==> src/rtl/bit_packer.sv <==
// Serial-to-parallel bit packer: accumulates single bits LSB first into a WIDTH-bit word
// presented on a valid/ready port. Optional word_parity output under BIT_PACKER_PARITY_EN.
module bit_packer #(
  parameter int WIDTH = 8
) (
  input  logic                       clk,
  input  logic                       rst_n,
  input  logic                       bit_valid,
  input  logic                       bit_data,
  output logic                       bit_ready,
  input  logic                       flush,
  output logic                       word_valid,
  output logic [WIDTH-1:0]           word_data,
  input  logic                       word_ready,
  output logic [$clog2(WIDTH+1)-1:0] fill_count
`ifdef BIT_PACKER_PARITY_EN
  ,
  output logic                       word_parity
`endif
);

  localparam int FW = $clog2(WIDTH+1);
  localparam logic [FW-1:0] LAST_IDX = FW'(WIDTH - 1);

  logic [WIDTH-1:0] asm_reg;
  logic [WIDTH-1:0] asm_next;
  logic [FW-1:0]    idx_reg;
  logic [WIDTH-1:0] out_reg;
  logic             valid_reg;

  logic at_last;
  logic accept;
  logic complete;
  logic out_free;
  logic do_flush;
  logic load;

  // Stall only when the word being finished would overwrite an undrained out word.
  assign at_last   = (idx_reg == LAST_IDX);
  assign bit_ready = !(at_last && valid_reg && !word_ready);
  assign accept    = bit_valid && bit_ready;
  assign complete  = accept && at_last;
  assign out_free  = !valid_reg || word_ready;
  assign do_flush  = flush && (idx_reg != '0) && !bit_valid && out_free;
  assign load      = complete || do_flush;

  // asm with the incoming bit merged in; positions above idx are already zero,
  // so the same vector serves both completion and flush loads.
  genvar gi;
  generate
    for (gi = 0; gi < WIDTH; gi++) begin : g_merge
      assign asm_next[gi] = (accept && (idx_reg == FW'(gi))) ? bit_data : asm_reg[gi];
    end
  endgenerate

  always_ff @(posedge clk or negedge rst_n) begin
    if (!rst_n) begin
      asm_reg   <= '0;
      idx_reg   <= '0;
      out_reg   <= '0;
      valid_reg <= 1'b0;
    end else if (load) begin
      out_reg   <= asm_next;
      valid_reg <= 1'b1;
      asm_reg   <= '0;
      idx_reg   <= '0;
    end else begin
      if (accept) begin
        asm_reg <= asm_next;
        idx_reg <= idx_reg + FW'(1);
      end
      if (valid_reg && word_ready) begin
        valid_reg <= 1'b0;
      end
    end
  end

`ifdef BIT_PACKER_PARITY_EN
  logic parity_reg;

  always_ff @(posedge clk or negedge rst_n) begin
    if (!rst_n) begin
      parity_reg <= 1'b0;
    end else if (load) begin
      parity_reg <= ^asm_next;
    end
  end

  assign word_parity = parity_reg;
`endif

  assign word_valid = valid_reg;
  assign word_data  = out_reg;
  assign fill_count = idx_reg;

endmodule

==> config.mk <==
export PLATFORM = sky130hd
export DESIGN_NAME = bit_packer
export DESIGN_NICKNAME = d
export VERILOG_FILES = /design/src/rtl/bit_packer.sv
export SDC_FILE = /design/constraint.sdc
export NUM_CORES = 1
export LEC_CHECK = 0
export CORE_MARGIN = 4
export CORE_UTILIZATION = 40
export CTS_CLUSTER_DIAMETER = 100
export DETAILED_ROUTE_END_ITERATION = 6
export HOLD_SLACK_MARGIN = 0.05
export SETUP_SLACK_MARGIN = 0.4
export SLEW_MARGIN = 20
export SYNTH_ARGS = -nofsm -noshare
export SYNTH_HDL_FRONTEND = slang
export SYNTH_SLANG_ARGS = --single-unit
==> constraint.sdc <==
create_clock -name clk -period 2.5 [get_ports clk]
set_clock_uncertainty 0.1 [all_clocks]
set_input_delay 0.625 -clock clk [delete_from_list [all_inputs] [get_ports clk]]
set_output_delay 0.625 -clock clk [all_outputs]
set_load 0.1 [all_outputs]
# ---- Yosys cells after proc, flatten, opt, wreduce, memory -nomap -nowiden
# Cells that the tools add are included.
dict set report op_classes {
  add_sub_neg 1
  n_eq_ne 7
  n_mux 14
  reduce_logical 25
}
# operator count
set op_table {}
lappend op_table {{equality test 4 x 3 -> 1 bit, second input constant} 4}
lappend op_table {{two-way mux 8 bit} 2}
lappend op_table {{logical AND 1 bit} 15}
lappend op_table {{two-way mux 1 bit} 10}
lappend op_table {{equality test 4 x 2 -> 1 bit, second input constant} 2}
lappend op_table {{two-way mux 4 bit} 2}
lappend op_table {{adder 4 x 1 -> 4 bit, second input constant} 1}
lappend op_table {{equality test 4 x 1 -> 1 bit, second input constant} 1}
lappend op_table {{logical NOT 1 bit} 4}
lappend op_table {{logical NOT 4 bit} 1}
lappend op_table {{nonzero test 2 bit} 2}
lappend op_table {{nonzero test 4 bit} 1}
lappend op_table {{logical OR 1 bit} 2}
dict set report word_totals {
  register_bits 21
  inputBits 6
  output_inout_bits 14
  word_cells 51
}

# ---- Logic depth before layout (Yosys ltp)
dict set report depth {
  depth_word 9
  depth_mapped 7
  mapped_depth_nobuf 6
}

# ---- Worst setup path before layout
# No wires, ideal clock.
dict set report synth_timing {
  path_type {flip-flop to output port}
  startpoint {register idx_reg[1], in the netlist fill_count[1]}
  endpoint {output bit_ready}
  arrival_time_ps 2020
  required_ps 1775
  setup_slack_ps -245
  path_stages_with_launch 4
  n_path_buf 0
  path_cell_list {dfrtp_1 -> ha_1 -> nand3b_1 -> or2_2}
}
dict set report synth_between {
  elab_chain_len 4
}
# element line
set synth_lines {}
lappend synth_lines {{start: declaration} 27} ;# logic [FW-1:0] idx_reg;
lappend synth_lines {{start signal: assignment} 70} ;# idx_reg <= idx_reg + FW'(1);
lappend synth_lines {{equality test 4 x 3 -> 1 bit} 39} ;# assign at_last = (idx_reg == LAST_IDX);
lappend synth_lines {{logical AND 1 bit (2 in a row)} 40} ;# assign bit_ready = !(at_last && valid_reg && !word_ready);
lappend synth_lines {{logical NOT 1 bit} 40}
lappend synth_lines {{end: declaration} 10} ;# output logic bit_ready,
# Every way passes these cells.

# ---- Worst setup path after layout
dict set report layout_timing {
  startpoint {input word_ready}
  endpoint {output bit_ready}
}
dict set report layout_between {
  elab_chain_len 3
}
# element line
set layout_lines {}
lappend layout_lines {{start: declaration} 14} ;# input logic word_ready,
lappend layout_lines {{logical NOT 1 bit} 40}
lappend layout_lines {{logical AND 1 bit} 40}
lappend layout_lines {{logical NOT 1 bit} 40}
# Every way passes these cells.

==> flow_summary.toml <==
[worst_hold_path]
hold_path_class = "reg2reg"
worstHoldEndpoint = "asm_reg[7]"
min-delay-start = "asm_reg[7]"
hold_depth = 1

[worst_setup_path]
reg2reg_depth = 7
r2r_start = "fill_count[1]"
end_kind = "output port"
critPathMaxFanout = 2
reg2reg_to = "word_data[5]"
startpoint_type = "input port"
path_class = "in2out"
cp.required_ns = 1.77
r2r_setup_slack_ns = 0.41
critical_path_arrival_ns = 1.43

[sta]
drv_slew = 0
rsz0062_at_grt = "true"
maxSlewHeadroom_pct = 71.0
finalHoldViolations = 0
fin_setup_tns_ns = 0
min_period_ns = 2.16
setup_violations = 0
fin_crit_sh_pct = 86.3
whs_ns = 0.396
worst_pin_slew_ns = 0.434
timing.fmax_mhz = 464
setup_ws_ns = 0.343

[floorplanning]
num_rows = 19
die_area_sq_um = 4030
core-area_sq_um = 2850
fp.dieH_microns = 63.5
ioPinCount = 20
start_util_pct = 43.2
chipWidth_microns = 63.5

[global_route]
grt_pass1_wl_microns = 5070
grt_max_degree = 14
grt_use_total_pct = 15.8
grt_antenna_before_repair = 0
gr-total-overflow = 0
grt_pass1_vias = 1048

[route]
routed_wl_microns = 2960
vias_per_cell = 5.56
remaining_drc_errors = 0
num_vias = 995
drtAntennaViolNets = 0
wl_per_cell_microns = 16.5
drtIter0Drc = 25
drtPass1Iterations = 4

[power]
leakagePower_nw = 0.784
powerDensity_nw_per_um2 = 1150
irDropWorstVdd_uv = 897

[clock_network]
clock_path_buffers = 2
numClockSinks = 21
clk_pin_slew_ns = 0.12
cts-buffers-inserted = 3
clock_latency_ns = 0.31
hold_buffers = 0
cts_tree = "yes"
cts_root_buf = "clkbuf_4"
htreeDepth = 1

[synth]
synth_ff_type = "dfrtp_1"
synth_cells = 115
synth_seq_cells = 21
synth_fp_nets = 125
yosys_warnings = 0
synth_edf_count = 0
ys_seq_area_share_pct = 42.6
synth_area_sq_um = 1230
ys_types = 36
syn_avg_cell_area_sq_um = 10.7
synthArstFlopShare_pct = 100

[placed_design]
place_congestion = 0.837
hpwl_microns = 2030
io_buffer_count = 19
place_ws_ns = -0.0116

[final_layout]
n_antenna_cell = 0
layout-drive-gt1-share_pct = 41.9
num-nets-final = 159
fillCellCount = 246
fin_util_pct = 56.5
area_growth_pct = 30.8

[run]
drv_cap = 0

[status]
outcome = "completed"
-- layer usage --
metal / track usage [%] / wire length (microns) / vias up
li1: - / - / 483
met1: 21.5 / 1400 / 482
met5: 0 / 0 / -
met3: 4.62 / 156 / 5
met4: 4.85 / 17 / 0
met2: 24.1 / 1380 / 25
-- kinds of logic after synthesis --
group | Yosys count | synth area share (%)
adders and majority gates | 4 | 4.06
DFF | 21 | 42.6
buffers and inverters | 14 | 6.29
AOI/OAI and AO/OA | 21 | 14.1
and+or+nand+nor | 40 | 17.9
xor gates and xnor gates | 1 | 0.711
muxes | 14 | 14.3
-- worst max-delay path: stages --
cell and delay, ns:
dlygate4sd2_1 0.24, nand2b_4 0.14, or2_4 0.26, buf_12 0.17
-- power by group --
group	switching [mW]	internal (mW)	total [mW]
combinational	0.794	0.354	1.15
sequential	0.0876	0.455	0.542
clock	0.105	0.0623	0.168
-- repair_timing --
item	in CTS	in global routing
resized for setup	4	4
setup buffers	7	1
pin swaps	2	3
endpoints found under the setup margin	8	4
gates cloned	1	0
-- cell usage after synthesis (2+ instances only) --
master    instances  area share, %
o221ai_1          2            1.4
and3b_1           2            1.4
buf_2             3            1.2
a31oi_1           3            1.5
a21oi_1           3            1.2
dfrtp_1          21             43
o21ai_0           3            1.2
and2_1            4            2.0
nor2_1            4            1.2
o2111a_1          2            1.8
nand2_1          11            3.4
mux2_2            4            3.7
nand4b_1          3            2.1
nand3_1           9            3.7
o21ai_1           2           0.81
ha_1              4            4.1
nand2b_1          2            1.0
mux2_4            6            7.3
mux2i_1           3            2.4
inv_1             8            2.4
-- layout make-up --
type	count	area [sq um]	share of cell area, %
clock buffer	4	26.3	1.63
tap	31	38.8	2.41
sequential	21	539	33.5
timing repair buffer	34	278	17.2
inverter	8	35.0	2.17
multi-input combinational	81	694	43.1
-- stage by stage --
stage	area (sq um)	power [mW]	instances
global route	1610	1.96	179
floorplan	1280	1.41	115
finish	1610	1.86	179
detailed placement	1490	1.63	166
CTS	1590	1.85	178
global placement	1490	1.62	166
-- worst max-delay path by stage --
stage | startpoint | to | depth (start not counted)
3_3_place_gp | bit_valid | word_data[3] | 5
4_1_cts | fill_count[0] | bit_ready | 4
5_1_grt | fill_count[0] | bit_ready | 4
2_1_floorplan | fill_count[0] | bit_ready | 3
6_report | word_ready | bit_ready | 4
3_5_place_dp | bit_valid | word_data[3] | 5
-- cell usage in the layout, fill, tap and decap left out, types with 4 or more instances in the layout --
| cell type | instances |
|---|---|
| and2_1 | 4 |
| buf_4 | 28 |
| dfrtp_1 | 16 |
| inv_1 | 5 |
| mux2_2 | 4 |
| mux2_4 | 6 |
| nand2_1 | 11 |
| nand3_1 | 9 |
(Power assumes the default switching activity.)
